**config.mk**
```make
export PLATFORM = sky130hd
export DESIGN_NAME = start_sequencer
export DESIGN_NICKNAME = d
export VERILOG_FILES = /design/src/rtl/start_sequencer.sv
export SDC_FILE = /design/constraint.sdc
export NUM_CORES = 1
export LEC_CHECK = 0
export BUFFER_PORTS_ARGS = -buffer_cell sky130_fd_sc_hd__buf_2
export CORE_ASPECT_RATIO = 1.1
export CORE_MARGIN = 1
export CORE_UTILIZATION = 46
export DETAILED_ROUTE_END_ITERATION = 12
export PLACE_DENSITY_LB_ADDON = 0.25
export SKIP_LAST_GASP = 1
export SYNTH_ARGS = -nofsm -noshare
export SYNTH_HDL_FRONTEND = slang
export SYNTH_SLANG_ARGS = --single-unit
export TNS_END_PERCENT = 5
```
**constraint.sdc**
```tcl
create_clock -name clk -period 6 [get_ports clk]
set_input_delay 0.6 -clock clk [delete_from_list [all_inputs] [get_ports clk]]
set_output_delay 0.6 -clock clk [all_outputs]
set_load 0.1 [all_outputs]
```
**src/rtl/start_sequencer.sv**
```systemverilog
// Multi-stage start sequencer: raises NUM_STAGES thermometer enables in order,
// each after its own programmable delay, with hold and restart control.
module start_sequencer #(
    parameter int unsigned                  NUM_STAGES = 4,
    parameter int unsigned                  CNT_W      = 20,
    parameter logic [NUM_STAGES*CNT_W-1:0]  DELAY_LIST = {NUM_STAGES{CNT_W'(25000)}}
) (
    input  logic                  clk,
    input  logic                  rst,
    input  logic                  hold,
    input  logic                  restart,
    output logic [NUM_STAGES-1:0] stage_en,
    output logic [NUM_STAGES-1:0] stage_pulse,
    output logic [3:0]            stage_idx,
    output logic                  busy,
    output logic                  starting
);

    typedef enum logic {
        S_RUN,
        S_DONE
    } state_t;

    state_t                  state_q, state_d;
    logic [CNT_W-1:0]        cnt_q, cnt_d;
    logic [3:0]              idx_q, idx_d;
    logic [NUM_STAGES-1:0]   en_q, en_d;
    logic [NUM_STAGES-1:0]   pulse_q, pulse_d;
    logic                    busy_q, busy_d;
    logic                    starting_q, starting_d;

    logic [CNT_W-1:0]        dly;
    logic [CNT_W-1:0]        cnt_inc;

    // Delay of the stage being timed; a programmed zero still costs one cycle.
    always_comb begin
        dly = '0;
        for (int unsigned k = 0; k < NUM_STAGES; k++) begin
            if (idx_q == 4'(k)) begin
                dly = DELAY_LIST[k*CNT_W +: CNT_W];
            end
        end
        if (dly == '0) begin
            dly = CNT_W'(1);
        end
    end

    assign cnt_inc = cnt_q + CNT_W'(1);

    always_comb begin
        state_d    = state_q;
        cnt_d      = cnt_q;
        idx_d      = idx_q;
        en_d       = en_q;
        pulse_d    = '0;
        busy_d     = busy_q;
        starting_d = starting_q;

        if (restart) begin
            state_d    = S_RUN;
            cnt_d      = '0;
            idx_d      = '0;
            en_d       = '0;
            busy_d     = 1'b1;
            starting_d = 1'b0;
        end else if (state_q == S_RUN && !hold) begin
            cnt_d = cnt_inc;
            if (cnt_inc == dly) begin
                cnt_d = '0;
                for (int unsigned k = 0; k < NUM_STAGES; k++) begin
                    if (idx_q == 4'(k)) begin
                        en_d[k]    = 1'b1;
                        pulse_d[k] = 1'b1;
                    end
                end
                if (idx_q == 4'(NUM_STAGES - 1)) begin
                    state_d    = S_DONE;
                    starting_d = 1'b1;
                    busy_d     = 1'b0;
                end else begin
                    idx_d = idx_q + 4'd1;
                end
            end
        end
    end

    always_ff @(posedge clk) begin
        if (rst) begin
            state_q    <= S_RUN;
            cnt_q      <= '0;
            idx_q      <= '0;
            en_q       <= '0;
            pulse_q    <= '0;
            busy_q     <= 1'b1;
            starting_q <= 1'b0;
        end else begin
            state_q    <= state_d;
            cnt_q      <= cnt_d;
            idx_q      <= idx_d;
            en_q       <= en_d;
            pulse_q    <= pulse_d;
            busy_q     <= busy_d;
            starting_q <= starting_d;
        end
    end

    assign stage_en    = en_q;
    assign stage_pulse = pulse_q;
    assign stage_idx   = idx_q;
    assign busy        = busy_q;
    assign starting    = starting_q;

endmodule

```
==> run_results.csv <==
group,metric,value,unit
place,place_inst,276,
critical_path,crit_fanout,12,
critical_path,path_class,"reg -> reg",
detailed_routing,dr_total_vias,1616,
place,routabilityCongestion,0.897,
floorplan,die_x,63.5,um
critical_path,worstPathArrival,3.18,ns
timing,rsz0062_at_grt,"no",
synth,synth.distinct_cells,50,
detailed_routing,vias_per_cell,5.69,
timing,max_freq,338,MHz
floorplan,design.die.area,0.00442,mm2
synth,yosys_warnings,0,
cells_and_area,drive_gt1_frac,0.177,
synth,synth_area_per_cell,8.62,um2
floorplan,floorplan.core_area,0.00396,mm2
detailed_routing,wirelength,3.97,mm
place,io_buffer_count,17,
synth,synth_area,0.00191,mm2
timing,timing.max_slew.rel_slack,0.248,
clock_tree,ctsLongestPathBuffers,2,
power,power,0.449,mW
clock_tree,htree_levels,2,
min_path,hold_depth,1,
floorplan,initial_core_util,0.483,
synth,synthAdderAreaFrac,0.0327,
cells_and_area,area_growth,9.48,%
synth,synth-xor-area-share,0.0961,
detailed_routing,antenna_left,0,
global_route,grt_max_degree,22,
synth,yosysSeqAreaShare,0.345,
clock_tree,clkSlewWorstSetupHoldPaths,0.07,ns
clock_tree,clock-sinks,33,
timing,setup_tns,0,ns
timing,fin_skew,0.00604,ns
synth,synth_top_family_by_area,"simple AND/OR/NAND/NOR gates",
min_path,holdCritPathClass,"reg -> reg",
global_route,grtUsageTotal,0.193,
synth,synthSimpleGateAreaFrac,0.334,
timing,period_share,0.493,
timing,drv_slew,0,
clock_tree,post_cts.repair.setup_buffers,0,
cells_and_area,antenna-diode-count,0,
synth,synthCells,222,
place,dp_hpwl,2.84,mm
critical_path,cp-end-kind,"flip-flop",
timing,post-route-min-period,2.96,ns
synth,ys.flop_type,"dfxtp_1",
synth,synthMuxAreaShare,0.0157,
clock_tree,cts-root-buf,"clkbuf_8",
timing,hold_viol_final,0,
detailed_routing,drt-initial-drc-count,101,
synth,synth_edf_count,0,
cells_and_area,layout.cells.non_filler,284,
flow_run,cap_violations,0,
cells_and_area,final_net_count,240,
clock_tree,cts_inserted_buffers,5,
timing,setup_viol,0,
detailed_routing,dr.pass1.iters,4,
detailed_routing,drc_errors,0,
synth,synth_compound_area_frac,0.126,
synth,async_reset_ff_frac,0,
floorplan,die_y,69.7,um
critical_path,worstSetupStartpointType,"flip-flop",
clock_tree,cts_tree,"done",
global_route,grt_pass1_vias,1418,
critical_path,rr_worst_depth,8,
floorplan,ios,18,
clock_tree,ctsHoldBuffers,0,
detailed_routing,routedWlPerCell,14.0,um
global_route,antenna_found_initial,0,
cells_and_area,fin_area,0.00210,mm2
floorplan,rows,24,
critical_path,crit_required,6.22,ns
clock_tree,cts-resized-gates,0,
status,outcome,"complete, no violations",
place,dpl_cell_area,0.00198,mm2
cells_and_area,final_core_util,0.529,
global_route,grt_pass1_wl,6.64,mm
power,leakage,0.753,nW
global_route,grt-ovfl-total,0,
power,powerDensity,214,mW/mm2
synth,syn_nets,231,
clock_tree,clk_latency,0.29,ns
timing,tightest_slew,1.12,ns
synth,ys_ff_latch,33,
power,max-vdd-ir-drop,125,uV
==> Yosys cell counts, drive strengths merged, types with 6 or more instances <==
library cell / count / share of area
nor3: 16 / 0.053
nor2: 22 / 0.046
nand4: 6 / 0.035
xnor2: 11 / 0.050
buf: 9 / 0.033
xor2: 10 / 0.046
a21oi: 7 / 0.018
dfxtp: 33 / 0.35
and3: 8 / 0.029
nand2: 21 / 0.042
nand3: 17 / 0.054
clkbuf: 6 / 0.012
==> placed cells by master (no fill, tap or decap), types with 2 or more instances in the layout <==
| cell | count |
|---|---|
| and2_1 | 4 |
| and4_1 | 4 |
| nand4_4 | 2 |
| buf_2 | 17 |
| a311oi_1 | 3 |
| nor3_1 | 13 |
| dfxtp_1 | 33 |
| inv_1 | 3 |
| nor2_2 | 2 |
| nor3_2 | 2 |
| a21oi_1 | 7 |
| nand2_1 | 20 |
| xor2_1 | 10 |
| or2_2 | 3 |
| a211oi_1 | 2 |
| o21ai_0 | 4 |
| nand4_1 | 4 |
| and3_1 | 7 |
| nor2_1 | 20 |
| a32o_1 | 3 |
| nand3_1 | 15 |
| a31oi_1 | 4 |
| xnor2_1 | 11 |
| ha_1 | 5 |
| clkbuf_8 | 6 |
| mux2i_1 | 3 |
| o31ai_1 | 2 |
==> critical path: stages (launching register included) <==
cell and delay (ns):
dfxtp_1 0.51, ha_1 0.30, nand3_2 0.19, nor3_4 0.40, nand4_1 0.13, nand3_1 0.13
nand4_1 0.29, nor3_2 0.66, a32o_1 0.27
==> final timing paths <==
| check | start | endpoint | slack (ns) |
|---|---|---|---|
| worst min register to register | stage_en[2] | stage_en[2] | 0.47 |
| worst max register to register | cnt_q[0] | stage_en[1] | 3.04 |
| worst min-delay path | stage_en[2] | stage_en[2] | 0.47 |
| worst max-delay path | cnt_q[0] | stage_en[1] | 3.04 |
==> logic make-up (layout without fill, tap and decap cells) <==
logic type,Yosys count,in the layout
xor+xnor,21,21
mux,3,3
simple gates,109,109
compound gates,33,33
buf+inv,18,28
flops,33,33
fa+ha+maj,5,5
==> flip-flops by register name, summed over array words and instances, names as in the netlist <==
signal / cells
busy: 1
cnt_q: 20
stage_idx: 4
starting: 1
stage_en: 3
stage_pulse: 4
==> cell type report <==
| cell class | instances | area (um2) |
|---|---|---|
| Timing Repair Buffer | 17 | 85.1 |
| Tap cell | 52 | 65.1 |
| Multi-Input combinational cell | 171 | 1160 |
| Clock buffer | 7 | 86.3 |
| Fill cell | 386 | 1870 |
| Inverter | 3 | 11.3 |
| Sequential cell | 33 | 661 |
| Clock inverter | 1 | 30.0 |
==> report_power, final <==
part / switching (mW) / internal [mW] / leakage, nW
clock: 0.0817 / 0.135 / 0.0585
sequential: 0.00106 / 0.219 / 0.266
combinational: 0.00854 / 0.00272 / 0.429
==> stage by stage <==
stage	worst slack [ns]	hold slack, ns
final	3.04	0.469
after global routing	2.86	0.502
after CTS	3.07	0.469
after detailed placement	3.09	0.453
after global placement	3.13	0.445
after floorplan	3.06	0.505
==> metal layers <==
layer  global-route usage  vias up  wire length [um]  part of all wire
met5                    0        -                 0                 0
met4               0.0732        0                74             0.019
met2                0.300       26              1830              0.46
met1                0.251      757              1940              0.49
li1                     -      826                 -                 -
met3               0.0510        7               120             0.030
Power figures use the tool's default switching activity.
